### src/rtl/pll_reset_seq.sv
`default_nettype none
// ============================================================================
//  Module   : pll_reset_seq
//  Purpose  : Reset/lock sequencer downstream of the core PLL. Pulses the PLL
//             reset, waits for a stable (synchronized) lock with a timeout and
//             bounded retries, holds the core reset for a settle period, and
//             drops back to waiting whenever lock is lost.
//  Revision : 1.0 - initial release
// ============================================================================
module pll_reset_seq #(
    parameter int unsigned PLL_RST_CYCLES = 16,
    parameter int unsigned LOCK_STABLE    = 1024,
    parameter int unsigned HOLD_CYCLES    = 4096,
    parameter int unsigned LOCK_TIMEOUT   = 1000000,
    parameter int unsigned MAX_RETRIES    = 8,
    parameter int unsigned CNT_W          = 24
) (
    input  logic       clk,
    input  logic       rst,
    input  logic       locked_i,
    output logic       pll_rst_o,
    output logic       sys_reset_o,
    output logic       ready_o,
    output logic       fail_o,
    output logic [7:0] loss_count_o,
    output logic [2:0] state_o
);

    typedef enum logic [2:0] {
        ST_PLLRST    = 3'd0,
        ST_WAIT_LOCK = 3'd1,
        ST_HOLD      = 3'd2,
        ST_RUN       = 3'd3,
        ST_FAIL      = 3'd4
    } state_t;

    localparam logic [CNT_W-1:0] c_pll_rst_cycles = CNT_W'(PLL_RST_CYCLES);
    localparam logic [CNT_W-1:0] c_lock_stable    = CNT_W'(LOCK_STABLE);
    localparam logic [CNT_W-1:0] c_hold_cycles    = CNT_W'(HOLD_CYCLES);
    localparam logic [CNT_W-1:0] c_lock_timeout   = CNT_W'(LOCK_TIMEOUT);
    localparam logic [7:0]       c_max_retries    = 8'(MAX_RETRIES);
    localparam logic [CNT_W-1:0] c_cnt_one        = CNT_W'(1);

    state_t           state_q, state_d;
    logic [CNT_W-1:0] cnt_q, cnt_d;       // pulse / timeout / hold counter
    logic [CNT_W-1:0] stab_q, stab_d;     // consecutive locked_s-high counter
    logic [7:0]       retry_q, retry_d;
    logic [7:0]       loss_q, loss_d;
    logic             sync1_q, sync2_q;
    logic             pll_rst_q, sys_reset_q, ready_q, fail_q;

    logic             locked_s;
    logic [CNT_W-1:0] cnt_inc;
    logic [CNT_W-1:0] stab_inc;
    logic [7:0]       retry_inc;
    logic [7:0]       loss_sat;

    assign locked_s  = sync2_q;
    assign cnt_inc   = cnt_q + c_cnt_one;
    assign stab_inc  = stab_q + c_cnt_one;
    assign retry_inc = retry_q + 8'd1;
    assign loss_sat  = (loss_q == 8'hFF) ? loss_q : loss_q + 8'd1;

    // Two-flop synchronizer for the asynchronous PLL lock indication.
    always_ff @(posedge clk) begin
        if (rst) begin
            sync1_q <= 1'b0;
            sync2_q <= 1'b0;
        end else begin
            sync1_q <= locked_i;
            sync2_q <= sync1_q;
        end
    end

    // Next-state, counter and retry/loss bookkeeping.
    always_comb begin
        state_d = state_q;
        cnt_d   = cnt_q;
        stab_d  = '0;
        retry_d = retry_q;
        loss_d  = loss_q;
        case (state_q)
            ST_PLLRST: begin
                // The entering edge already counts as the first pulse clock.
                if (cnt_q == c_pll_rst_cycles) begin
                    state_d = ST_WAIT_LOCK;
                    cnt_d   = '0;
                end else begin
                    cnt_d = cnt_inc;
                end
            end
            ST_WAIT_LOCK: begin
                stab_d = locked_s ? stab_inc : '0;
                cnt_d  = cnt_inc;
                // Lock acceptance is checked first so it wins over a timeout.
                if (locked_s && (stab_inc == c_lock_stable)) begin
                    state_d = ST_HOLD;
                    cnt_d   = '0;
                    stab_d  = '0;
                end else if (cnt_inc == c_lock_timeout) begin
                    retry_d = retry_inc;
                    stab_d  = '0;
                    if (retry_inc == c_max_retries) begin
                        state_d = ST_FAIL;
                        cnt_d   = '0;
                    end else begin
                        state_d = ST_PLLRST;
                        cnt_d   = c_cnt_one;
                    end
                end
            end
            ST_HOLD: begin
                if (!locked_s) begin
                    state_d = ST_WAIT_LOCK;
                    cnt_d   = '0;
                    loss_d  = loss_sat;
                end else if (cnt_inc == c_hold_cycles) begin
                    state_d = ST_RUN;
                    cnt_d   = '0;
                end else begin
                    cnt_d = cnt_inc;
                end
            end
            ST_RUN: begin
                retry_d = '0;
                cnt_d   = '0;
                if (!locked_s) begin
                    state_d = ST_WAIT_LOCK;
                    loss_d  = loss_sat;
                end
            end
            ST_FAIL: begin
                cnt_d = '0;
            end
            default: begin
                state_d = ST_PLLRST;
                cnt_d   = '0;
            end
        endcase
    end

    // State, counters and registered outputs decoded from the next state.
    always_ff @(posedge clk) begin
        if (rst) begin
            state_q     <= ST_PLLRST;
            cnt_q       <= '0;
            stab_q      <= '0;
            retry_q     <= '0;
            loss_q      <= '0;
            pll_rst_q   <= 1'b0;
            sys_reset_q <= 1'b1;
            ready_q     <= 1'b0;
            fail_q      <= 1'b0;
        end else begin
            state_q     <= state_d;
            cnt_q       <= cnt_d;
            stab_q      <= stab_d;
            retry_q     <= retry_d;
            loss_q      <= loss_d;
            pll_rst_q   <= (state_d == ST_PLLRST);
            sys_reset_q <= (state_d != ST_RUN);
            ready_q     <= (state_d == ST_RUN);
            fail_q      <= (state_d == ST_FAIL);
        end
    end

    assign pll_rst_o    = pll_rst_q;
    assign sys_reset_o  = sys_reset_q;
    assign ready_o      = ready_q;
    assign fail_o       = fail_q;
    assign loss_count_o = loss_q;
    assign state_o      = state_q;

endmodule
`default_nettype wire
### config.mk
export PLATFORM = sky130hd
export DESIGN_NAME = pll_reset_seq
export DESIGN_NICKNAME = d
export VERILOG_FILES = /design/src/rtl/pll_reset_seq.sv
export SDC_FILE = /design/constraint.sdc
export NUM_CORES = 1
export LEC_CHECK = 0
export ABC_AREA = 1
export BUFFER_PORTS_ARGS = -buffer_cell sky130_fd_sc_hd__buf_2
export CORE_ASPECT_RATIO = 0.75
export CORE_UTILIZATION = 56
export CTS_CLUSTER_DIAMETER = 30
export CTS_CLUSTER_SIZE = 8
export DETAILED_ROUTE_END_ITERATION = 10
export PLACE_DENSITY = 0.79
export SYNTH_ARGS = -nofsm -noshare
export SYNTH_HDL_FRONTEND = slang
export SYNTH_SLANG_ARGS = --single-unit
### constraint.sdc
create_clock -name clk -period 4.7 [get_ports clk]
set_clock_uncertainty 0.15 [all_clocks]
set_input_delay 0.94 -clock clk [delete_from_list [all_inputs] [get_ports clk]]
set_output_delay 0.94 -clock clk [all_outputs]
set_load 0.02 [all_outputs]
Word-level counts from Yosys, hierarchy flattened --
Index checks and enable logic that the tools add are counted.
Operators by class: add/subtract/negate cells 4, multipliers 0, divide/modulo/power cells 0, $lt $le $gt $ge 0, eq/ne operators 15, shift-type cells 0, mux-type cells 18, bitwise gates (word level) 3, reduce and logical (&&, ||, !) cells 8
Operators with widths (count):
- $mux W24 | 5
- $pmux W24 S3 | 1
- $add A24 B1 Y24 const B | 2
- $eq A24 B11 Y1 const B | 1
- $eq A24 B13 Y1 const B | 1
- $eq A24 B20 Y1 const B | 1
- $eq A24 B5 Y1 const B | 1
- $mux W3 | 7
- $add A8 B1 Y8 const B | 2
- $mux W8 | 2
- $pmux W8 S2 | 1
- $pmux W3 S5 | 1
- $eq A3 B2 Y1 const B | 3
- $eq A8 B4 Y1 const B | 1
- $eq A8 B8 Y1 const B | 1
- $eq A3 B3 Y1 const B | 2
- $logic_not A3 Y1 | 2
- $reduce_and A3 Y1 | 2
- $reduce_or A5 Y1 | 1
- $ne A2 B2 Y1 const B | 2
- $eq A3 B1 Y1 const B | 1
- $ne A3 B2 Y1 const B | 1
- $not A1 Y1 | 3
- $reduce_bool A2 Y1 | 1
- 3 further kinds | 3
Storage, ports and cells: bits in registers 73, latch bits 0, RAM bits 0, memory bits (read-only) 0, bits of input ports 3, logic and storage cells 59, memories kept 0

Logic depth before layout (Yosys ltp) --
Gate-level depths: netlist of the first run.
word-level depth 7, gate-level depth with buffers 18, depth with buffers taken out 18

Worst setup path after synthesis of the first run --
OpenSTA, ideal clock, no wires.
path type register to register, from register stab_q[0], to register stab_q[2], arrival time 2190 ps, data required time 4428 ps, slack 2238 ps, stages on the path, launching flop included 18, buffers on the path 2, path through dfxtp_1 -> ha_1 -> nand2_1 -> nor2_4 -> nand2_2 -> nor2_4 -> nand2_1 -> nand2_1 -> nand2_1 -> nor2_1 -> nand3_1 -> nor2_2 -> nand2_4 -> nand3_4 -> or2_1 -> buf_6 -> buf_6 -> nor2_1
Between the ends: longest elaborated chain between the ends 4
RTL lines:
- start: declaration | line 46 | logic [CNT_W-1:0] stab_q, stab_d;
- start signal: assignment | line 157 | stab_q <= stab_d;
- $add A24 B1 Y24 * | line 60 | assign stab_inc = stab_q + c_cnt_one;
- $eq A24 B11 Y1 | line 96 | if (locked_s && (stab_inc == c_lock_stable)) begin
- $logic_and A1 B1 Y1 | line 96
- $reduce_or A5 Y1 (no line)
Mark *: on every way between the ends. The rest lies on a longest branch, timed or not. A chain may end at the register's enable or synchronous reset.

Worst setup path in the final report of the first run --
from register stab_q[0], to register cnt_q[20]
Between the ends: longest elaborated chain between the ends 5
RTL lines:
- $add A24 B1 Y24 | line 60
- $eq A24 B11 Y1 | line 96
- $logic_and A1 B1 Y1 | line 96
- $mux W24 | line 96
- $pmux W24 S3 | line 82 | case (state_q)
- end signal: assignment | line 156 | cnt_q <= cnt_d;
- end: declaration | line 45 | logic [CNT_W-1:0] cnt_q, cnt_d;
No other way between the ends.

==> impl_metrics.json, run 1 <==
{
  "outcome": "finished clean",
  "highest_delay_cell_along_the_critical_path": "sky130_fd_sc_hd__dfxtp_1",
  "post_route_drc_violation_count": 0,
  "die_height_um": 79.96,
  "crit_type": "reg -> reg",
  "post_synth_inst_count": 751,
  "yosys.cell_types.count": 33,
  "cp_data_arrival_time_ns": 3.15,
  "max_clock_freq_mhz": 325.2,
  "numPortBuffers": 17,
  "clock_sinks": 73,
  "main_synth_ff_type": "sky130_fd_sc_hd__dfxtp_1",
  "cap_viol_max_count": 0,
  "grt_pass1_vias": 4136,
  "cts_tree": "built",
  "number_of_clock_buffers_inserted_by_tritoncts": 9,
  "synth.top_cells.by_area": "sky130_fd_sc_hd__dfxtp_1 32%, sky130_fd_sc_hd__nand2_1 18%, sky130_fd_sc_hd__nor2_1 12%",
  "ys_ff_latch": 73,
  "share_of_flip_flops_with_an_asynchronous_set_or_reset_pct": 0,
  "dieArea_um2": 8471,
  "synth_edf_count": 0,
  "placement_rows": 28,
  "n_antenna_cell": 0,
  "worstPathCellList": "ha_1, nand2_1, nor2_4, nand2_2, nor2_4, nand2_1, nand2_1, nand2_1, nor2_1, nand3_1, nor2_2, nand2_4, nand3_4, nand3_1, nand2_2, nor2_1",
  "pre_cts_slack_ns": 1.717,
  "yosysWarningCount": 0,
  "area_of_the_multi_input_gates_um2": 2595,
  "worstMarginPinSlew_ns": 0.5478,
  "htreeDepth": 3,
  "post_cts_buffers": 0,
  "antenna_found_initial": 0,
  "power-per-cell-area_nw_per_um2": 222.1,
  "finalWeightedCongestion": 0.9560,
  "post_synthesis_instance_area_um2": 4538,
  "min-delay-path-class": "reg -> reg",
  "period_minus_slack_ns": 3.075,
  "route.final.wire_length_um": 11110,
  "antenna_left": 0,
  "cts.clk_slew.worst_paths_ns": 0.08,
  "total_of_fill_cells_in_the_finished_design": 746,
  "grt_pass1_wl_um": 18470,
  "final.period_utilization_pct": 65.42,
  "critPathMaxStageDelay_ns": 0.49,
  "syn_area_per_cell_um2": 6.043,
  "startpoint_type": "register",
  "layout.core_utilization_pct": 61.83,
  "grt_setup_unrepaired": "false",
  "design.core.area_um2": 7883,
  "required_ns": 4.78,
  "ctsLongestPathBuffers": 2,
  "place.detailed.hpwl_um": 8474,
  "grt_max_degree": 24,
  "cpLargestDelayFamily": "simple AND/OR/NAND/NOR gates",
  "synth_top_area_share_pct": 32.20,
  "seq_area_frac_synth_pct": 32.20,
  "insertion_delay_ns": 0.35,
  "drt-initial-drc-count": 380,
  "final_layout_size_suffix_gt1_share_pct": 10.17,
  "report.final.slew_viol_count": 0,
  "die-width_um": 105.9,
  "drt-vias-per-instance": 5.298,
  "firstDrtPassIters": 5,
  "critPathCaptureType": "register",
  "flow.area_growth_from_synthesis_pct": 7.389,
  "floorplan.initialDensity_pct": 57.57,
  "fin_worst_hold_slack_ns": 0.2600,
  "avgRoutedWirePerCell_um": 12.59,
  "cts-resized-gates": 0,
  "r2r_setup_slack_ns": 1.63,
  "worstPathMaxFanout": 23,
  "cts_root_buf": "sky130_fd_sc_hd__clkbuf_8",
  "crit_top_cell": "sky130_fd_sc_hd__nand2_1",
  "ios": 18,
  "dr_total_vias": 4673,
  "worst_case_vdd_ir_drop_mv": 0.1343,
  "path_buf_inv": 0,
  "relSlewSlack_pct": 63.35,
  "setup_violating_endpoint_count_in_the_final_report": 0,
  "cts-hold-fix-buffers": 0,
  "overflow": 0,
  "area.sequential_um2": 1461,
  "layout_setup_ws_ns": 1.625,
  "leakage_nw": 1.988,
  "nNetsFinal": 781,
  "hold_viol": 0,
  "setup_total_negative_slack_ns": 0,
  "grt_util_all_layers_pct": 27.46,
  "post-synth-top-area-cell": "sky130_fd_sc_hd__dfxtp_1",
  "power.total_mw": 1.083,
  "syn_nets": 760
}
## stage by stage
stage | area [um2] | instances
6_report | 4873 | 882
5_1_grt | 4873 | 882
4_1_cts | 4873 | 882
3_5_place_dp | 4701 | 866
3_3_place_gp | 4701 | 866
2_1_floorplan | 4538 | 751
## final cells by class
class                           instances  share of cell area, %
Tap cell                              105                  2.696
Clock inverter                          6                 0.9243
Inverter                              112                  8.626
Sequential cell                        73                  29.99
Multi-Input combinational cell        558                  53.25
Timing Repair Buffer                   18                  1.900
Clock buffer                           10                  2.619
## sequential cells by signal, indices dropped and copies added (netlist names)
| name | cells |
|---|---|
| retry_q | 8 |
| loss_count_o | 8 |
| sync1_q | 1 |
| stab_q | 24 |
| cnt_q | 24 |
| locked_s | 1 |
| sys_reset_o | 1 |
| state_o | 3 |
| pll_rst_o | 1 |
| fail_o | 1 |
| ready_o | 1 |
## report_power, final
group	leakage, nW	switching, mW	internal (mW)
sequential	0.589	0.00386	0.621
combinational	1.33	0.0152	0.00639
clock	0.0668	0.245	0.191
total	1.99	0.264	0.819
## cell usage after synthesis (2+ instances only)
master                     count
sky130_fd_sc_hd__nand2_1     223
sky130_fd_sc_hd__nor2_4        6
sky130_fd_sc_hd__ha_1          6
sky130_fd_sc_hd__inv_2         6
sky130_fd_sc_hd__dfxtp_1      73
sky130_fd_sc_hd__nor3_1        7
sky130_fd_sc_hd__xor2_1        6
sky130_fd_sc_hd__o21ai_1       3
sky130_fd_sc_hd__nor2_2       19
sky130_fd_sc_hd__nor4_1        5
sky130_fd_sc_hd__nor2_1      146
sky130_fd_sc_hd__and2_1        3
sky130_fd_sc_hd__buf_4         2
sky130_fd_sc_hd__inv_1       106
sky130_fd_sc_hd__buf_6         3
sky130_fd_sc_hd__nand3b_1     11
sky130_fd_sc_hd__xnor2_1       4
sky130_fd_sc_hd__nand3_1      59
sky130_fd_sc_hd__a21oi_1      13
sky130_fd_sc_hd__o21ai_0      10
sky130_fd_sc_hd__nand4_1      17
sky130_fd_sc_hd__nand2_2       7
sky130_fd_sc_hd__a21oi_2       6
## cells by family (layout without fill, tap and decap cells)
| kind of cell | after synthesis | in the layout | synth area share (%) |
|---|---|---|---|
| simple gates | 507 | 507 | 49.08 |
| xor+xnor | 10 | 10 | 1.930 |
| compound gates | 35 | 35 | 4.522 |
| fa+ha+maj | 6 | 6 | 1.654 |
| buf+inv | 120 | 146 | 10.61 |
| flops | 73 | 73 | 32.20 |
## cell usage in the layout, fill, tap and decap left out, drive strengths merged
cell type / Yosys / final
o21ai: 13 / 13
nor2: 171 / 171
nand2: 231 / 231
and2: 3 / 3
dfxtp: 73 / 73
o21bai: 1 / 1
ha: 6 / 6
nand3b: 11 / 11
o211ai: 1 / 1
a21oi: 19 / 19
nand3: 60 / 60
xnor2: 4 / 4
nand4: 17 / 17
xor2: 6 / 6
clkbuf: 1 / 10
nor4: 5 / 5
a211oi: 1 / 1
nor3: 7 / 7
or2: 1 / 1
clkinvlp: 0 / 6
nor3b: 1 / 1
inv: 112 / 112
buf: 7 / 18
## worst paths after layout
check | start | endpoint | cells after the start
worst max-delay path | stab_q[0] | cnt_q[20] | 16
worst min-delay path | sync1_q | locked_s | 2
worst max register to register | stab_q[0] | cnt_q[20] | 16
worst min register to register | sync1_q | locked_s | 2
## layer usage
layer	share of wire [%]	track usage [%]
met1	48	37.00
met2	42	43.33
met3	8.4	6.367
met4	1.4	9.028
met5	0	0
## tightest hold or removal path, stage by stage (launching register included)
cell,delay [ns]
sky130_fd_sc_hd__dfxtp_1,0.31
sky130_fd_sc_hd__inv_1,0.04
sky130_fd_sc_hd__nor2_1,0.03
Note: power is estimated with default switching activity, not from simulation.
==> run 2, diff against run 1 <==
--- a/config.mk
+++ b/config.mk
@@ -12,7 +12,7 @@
 export CTS_CLUSTER_DIAMETER = 30
 export CTS_CLUSTER_SIZE = 8
 export DETAILED_ROUTE_END_ITERATION = 10
-export PLACE_DENSITY = 0.79
+export PLACE_DENSITY = 0.82
 export SYNTH_ARGS = -nofsm -noshare
 export SYNTH_HDL_FRONTEND = slang
 export SYNTH_SLANG_ARGS = --single-unit
==> constraint.sdc (replaced) <==
create_clock -name clk -period 2.8 [get_ports clk]
set_clock_uncertainty 0.15 [all_clocks]
set_input_delay 0.56 -clock clk [delete_from_list [all_inputs] [get_ports clk]]
set_output_delay 0.56 -clock clk [all_outputs]
set_load 0.02 [all_outputs]
==> run 2 against run 1 <==
  * Worst setup slack got worse by 1.5 ns
  * Total power is 86% higher
  * Combinational power grew 96%
  * Non-clock buffer count up 8
  * Sequential power up 68%
  * Sequential cell count unchanged
  * Global-route usage is 1.1 points higher
  * Critical path type unchanged
  * Largest cell class unchanged
  * Highest routed layer unchanged
==> impl_metrics.json, run 2 (same netlist as run 1, synthesis figures left out) <==
{
  "hold_viol": 0,
  "highest_delay_cell_along_the_critical_path": "sky130_fd_sc_hd__dfxtp_1",
  "worst_case_vdd_ir_drop_mv": 0.3195,
  "regToRegEndpoint": "cnt_q[7]",
  "antenna_left": 0,
  "design.core.area_um2": 7883,
  "placement_rows": 28,
  "insertion_delay_ns": 0.37,
  "r2r_setup_slack_ns": 0.17,
  "post_route_drc_violation_count": 0,
  "grt_pass1_vias": 4098,
  "floorplan.initialDensity_pct": 57.57,
  "route.final.wire_length_um": 11460,
  "overflow": 0,
  "cp_num_cells": 14,
  "required_ns": 2.91,
  "nNetsFinal": 789,
  "worstMarginPinSlew_ns": 0.5764,
  "timing.reg2reg.worst_path_depth": 14,
  "htreeDepth": 3,
  "avgRoutedWirePerCell_um": 12.87,
  "crit_type": "reg -> reg",
  "place.detailed.hpwl_um": 8833,
  "fin_worst_hold_slack_ns": 0.2524,
  "finish.cell_count_without_fillers": 890,
  "min_delay_worst_endpoint": "sync1_q",
  "period_minus_slack_ns": 2.632,
  "dr_total_vias": 4714,
  "critPathMaxStageDelay_ns": 0.42,
  "setup_violating_endpoint_count_in_the_final_report": 0,
  "worstPathCellList": "nand2_1, nor2_1, nand2_1, o21ai_1, nand2_1, nor2_1, nand4_1, nor2_4, nand2_4, nand3_4, nand3_1, nand2_2, buf_12, nor2_1",
  "worstPathMaxFanout": 23,
  "ios": 18,
  "layout.cells.most_common": "sky130_fd_sc_hd__nand2_1",
  "power.total_mw": 2.019,
  "globalRoute.busiestLayer": "met2",
  "startpoint_type": "register",
  "report.final.slew_viol_count": 0,
  "worstHoldStart": "locked_i",
  "grt_pass1_wl_um": 19020,
  "grt_util_all_layers_pct": 28.61,
  "path_buf_inv": 1,
  "grt_max_degree": 24,
  "cp_data_arrival_time_ns": 2.74,
  "layout_common_cells": "223 x sky130_fd_sc_hd__nand2_1, 139 x sky130_fd_sc_hd__nor2_1, 106 x sky130_fd_sc_hd__inv_1",
  "dieArea_um2": 8471,
  "drt-initial-drc-count": 359,
  "cpLargestDelayFamily": "simple AND/OR/NAND/NOR gates",
  "relSlewSlack_pct": 61.43,
  "drt-vias-per-instance": 5.297,
  "final_layout_size_suffix_gt1_share_pct": 12.99,
  "reg.largest.list": "cnt_q (24), stab_q (24)",
  "firstDrtPassIters": 5,
  "place_inst": 874,
  "layout.core_utilization_pct": 64.19,
  "critPathCaptureType": "register",
  "power-per-cell-area_nw_per_um2": 398.9,
  "outcome": "finished clean",
  "die-width_um": 105.9,
  "number_of_clock_buffers_inserted_by_tritoncts": 9,
  "global_route.usage.met1_pct": 40.63,
  "min-delay-path-class": "in -> reg",
  "cts-hold-fix-buffers": 0,
  "n_antenna_cell": 0,
  "cap_viol_max_count": 0,
  "cts_root_buf": "sky130_fd_sc_hd__clkbuf_8",
  "die_height_um": 79.96,
  "finalWeightedCongestion": 0.9689,
  "hold-path-cell-count": 3,
  "numPortBuffers": 17,
  "final.period_utilization_pct": 94.01,
  "cts_tree": "built",
  "clock_sinks": 73,
  "flow.area_growth_from_synthesis_pct": 11.50,
  "grtUsageMet2_pct": 43.27,
  "grtUsageMet3_pct": 7.184,
  "ctsLongestPathBuffers": 2,
  "max_clock_freq_mhz": 379.9,
  "antenna_found_initial": 0,
  "leakage_nw": 2.091,
  "critical_path.reg2reg.startpoint": "stab_q[8]",
  "cts.clk_slew.worst_paths_ns": 0.08
}
[run 2: metrics by stage]
step	setup WS (ns)	cell area, um2	setup TNS [ns]
after floorplan	0.3377	4538	0
after global placement	0.2112	4786	0
after detailed placement	0.1659	4786	0
after CTS	0.1399	5005	0
after global routing	-0.01895	5060	-0.09110
final	0.1677	5060	0
[run 2: power by group]
group	internal, mW	leakage (nW)	total (mW)	switching [mW]
sequential	1.04	0.592	1.05	0.00642
combinational	0.0148	1.40	0.0424	0.0276
clock	0.499	0.0975	0.926	0.427
[run 2: worst min-delay path: stages]
cell                     delay [ns]
sky130_fd_sc_hd__buf_2         0.10
sky130_fd_sc_hd__inv_1         0.04
sky130_fd_sc_hd__nor2_1        0.03
[run 2: final cells by class]
class | count | area, um2
repair buffers | 26 | 177.7
flip-flops and latches | 73 | 1469
inverters | 112 | 420.4
clock buffers | 9 | 123.9
multi-input cells | 558 | 2643
clock inverters | 7 | 95.09
fillers | 710 | 2823
well taps | 105 | 131.4
[run 2: what timing repair did]
item / CTS / global route
endpoints found under the setup margin: 0 / 54
resized for setup: 0 / 19
buffers inserted: 0 / 0
[run 2: how the worst max path moves through the flow]
stage / startpoint / endpoint
2_1_floorplan: stab_q[0] / stab_q[2]
3_3_place_gp: stab_q[2] / retry_q[3]
3_5_place_dp: stab_q[0] / cnt_q[7]
4_1_cts: stab_q[2] / cnt_q[7]
5_1_grt: stab_q[9] / cnt_q[6]
6_report: stab_q[8] / cnt_q[7]
[run 2: per-layer routing]
layer	vias up	share of wire, %
met1	2124	48
met3	24	8.9
met4	0	1.5
met5	-	0
li1	2380	-
met2	186	41
==> run 3, diff against run 2 <==
--- a/config.mk
+++ b/config.mk
@@ -7,8 +7,10 @@
 export LEC_CHECK = 0
 export ABC_AREA = 1
 export BUFFER_PORTS_ARGS = -buffer_cell sky130_fd_sc_hd__buf_2
+export CELL_PAD_IN_SITES_DETAIL_PLACEMENT = 1
+export CELL_PAD_IN_SITES_GLOBAL_PLACEMENT = 1
 export CORE_ASPECT_RATIO = 0.75
-export CORE_UTILIZATION = 56
+export CORE_UTILIZATION = 39
 export CTS_CLUSTER_DIAMETER = 30
 export CTS_CLUSTER_SIZE = 8
 export DETAILED_ROUTE_END_ITERATION = 10
==> run 3 against run 2 <==
  * Total power increased by 18%
  * First-iteration DRC count decreased by 44%
  * Final cell count increased by 4.3%
  * Hold slack improved by 0.0065 ns
  * Clock power increased by 39%
  * Sequential cell count unchanged
  * Sequential share of layout area decreased by 1.7 points
  * Combinational power increased by 17%
  * Critical endpoint is now pll_rst_o
  * Highest routed layer unchanged
==> impl_metrics.json, run 3 (same netlist as run 1, synthesis figures left out) <==
{
  "drt-vias-per-instance": 5.170,
  "hold-path-cell-count": 2,
  "overflow": 0,
  "grt_max_degree": 24,
  "required_ns": 2.89,
  "setup_violating_endpoint_count_in_the_final_report": 0,
  "worst_case_vdd_ir_drop_mv": 0.3827,
  "crit_type": "reg -> reg",
  "number_of_clock_buffers_inserted_by_tritoncts": 9,
  "final.period_utilization_pct": 95.27,
  "layout.cells.most_common": "sky130_fd_sc_hd__nand2_1",
  "layout_common_cells": "217 x sky130_fd_sc_hd__nand2_1, 135 x sky130_fd_sc_hd__nor2_1, 106 x sky130_fd_sc_hd__inv_1",
  "cts_root_buf": "sky130_fd_sc_hd__clkbuf_16",
  "finalWeightedCongestion": 0.9084,
  "timing.reg2reg.worst_path_depth": 16,
  "worstMarginPinSlew_ns": 0.5442,
  "dieArea_um2": 12080,
  "outcome": "finished clean",
  "placement.cell_area_um2": 4830,
  "period_minus_slack_ns": 2.668,
  "place.detailed.hpwl_um": 10930,
  "total_of_fill_cells_in_the_finished_design": 1490,
  "nNetsFinal": 792,
  "dr_total_vias": 4798,
  "insertion_delay_ns": 0.34,
  "drt-initial-drc-count": 202,
  "grt_pass1_vias": 4826,
  "die_height_um": 95.42,
  "design.core.area_um2": 11110,
  "critical_path.reg2reg.startpoint": "cnt_q[10]",
  "grt_pass1_wl_um": 23160,
  "ctsLongestPathBuffers": 2,
  "finish.cell_count_without_fillers": 928,
  "final_layout_size_suffix_gt1_share_pct": 15.10,
  "n_antenna_cell": 0,
  "path_buf_inv": 1,
  "leakage_nw": 2.235,
  "firstDrtPassIters": 4,
  "worstPathMaxFanout": 5,
  "clock_sinks": 73,
  "grt_util_all_layers_pct": 24.65,
  "die-width_um": 126.6,
  "antenna_left": 0,
  "report.final.slew_viol_count": 0,
  "power-per-cell-area_nw_per_um2": 445.7,
  "numPortBuffers": 17,
  "placement_rows": 33,
  "cpLargestDelayFamily": "simple AND/OR/NAND/NOR gates",
  "min_delay_worst_endpoint": "locked_s",
  "critPathMaxStageDelay_ns": 0.46,
  "place_inst": 909,
  "hold_viol": 0,
  "max_clock_freq_mhz": 374.9,
  "cap_viol_max_count": 0,
  "r2r_setup_slack_ns": 0.13,
  "cts.clk_slew.worst_paths_ns": 0.06,
  "highest_delay_cell_along_the_critical_path": "sky130_fd_sc_hd__dfxtp_1",
  "avgRoutedWirePerCell_um": 15.43,
  "min-delay-path-class": "reg -> reg",
  "ios": 18,
  "floorplan.initialDensity_pct": 40.86,
  "route.final.wire_length_um": 14320,
  "reg.largest.list": "cnt_q (24), stab_q (24)",
  "antenna_found_initial": 0,
  "cts_tree": "built",
  "regToRegEndpoint": "pll_rst_o",
  "final_area_um2": 5365,
  "flow.area_growth_from_synthesis_pct": 18.22,
  "post_route_drc_violation_count": 0,
  "crit_top_cell": "sky130_fd_sc_hd__nand2_1",
  "critPathCaptureType": "register",
  "cp_data_arrival_time_ns": 2.75,
  "startpoint_type": "register",
  "relSlewSlack_pct": 63.68,
  "htreeDepth": 3,
  "worstHoldStart": "sync1_q",
  "worstPathCellList": "nand2_1, nor2_2, nand2_1, nor2_4, nand2_1, nand2_1, nand2_1, buf_4, nor2_1, nand2_1, nor2_1, nand2_1, nand2_1, nand4_1, nand3_1, nor2_1"
}
[run 3: changes by cell type in the layout (fill, tap and decap cells not counted), sizes merged]
cell,previous run,this run
buf,26,27
clkinvlp,4,2
clkbuf,9,13
clkinv,1,0
nand2,231,232
[run 3: power breakdown]
| part | internal, mW | total, mW | switching (mW) |
|---|---|---|---|
| logic | 0.0186 | 0.0496 | 0.0310 |
| clock network | 0.829 | 1.29 | 0.458 |
| registers | 1.05 | 1.05 | 0.00852 |
| total | 1.89 | 2.39 | 0.498 |
[run 3: how the worst max path moves through the flow]
stage	to	cells after the start	from
3_3_place_gp	cnt_q[18]	14	cnt_q[2]
5_1_grt	retry_q[3]	17	cnt_q[1]
6_report	pll_rst_o	16	cnt_q[10]
4_1_cts	cnt_q[13]	17	cnt_q[1]
2_1_floorplan	stab_q[2]	17	stab_q[0]
3_5_place_dp	retry_q[3]	17	cnt_q[1]
[run 3: final cells by class]
cell class	instances	area, um2	area share [%]
Timing Repair Buffer	28	210.2	3.918
Inverter	112	420.4	7.836
Clock buffer	12	256.5	4.781
Tap cell	140	175.2	3.265
Sequential cell	73	1468	27.36
Multi-Input combinational cell	559	2760	51.45
Clock inverter	4	75.07	1.399
[run 3: worst reg2reg max path, delay by kind of cell (launching register included)]
family / cells / cell delay, ns
buf+inv: 1 / 0.19
simple gates: 15 / 1.78
flops: 1 / 0.46
[run 3: through the flow]
step,setup slack [ns],power [mW],utilization [%],hold slack (ns),TNS [ns]
after floorplan,0.3377,1.101,-,0.2383,0
after global placement,0.1975,1.114,43.48,0.2489,0
after detailed placement,0.03069,1.117,43.48,0.2562,0
after CTS,0.01849,2.400,46.51,0.2643,0
after global routing,-0.001054,2.456,48.30,0.2858,-0.001054
final,0.1325,2.391,48.30,0.2589,0
[run 3: routing by layer]
metal / track usage, % / vias up / routed length (um)
met2: 40.84 / 74 / 6423
met1: 33.04 / 2332 / 7224
met5: 0 / - / 0
met4: 5.924 / 0 / 125
met3: 4.994 / 11 / 543
li1: - / 2381 / -
[run 3: repair_timing]
action,CTS,global route
pin swaps,0,6
hold buffers,0,0
setup endpoints to repair,26,61
cloned,0,2
endpoints found under the hold margin,0,0
buffers inserted,0,1
gates resized for setup,2,45
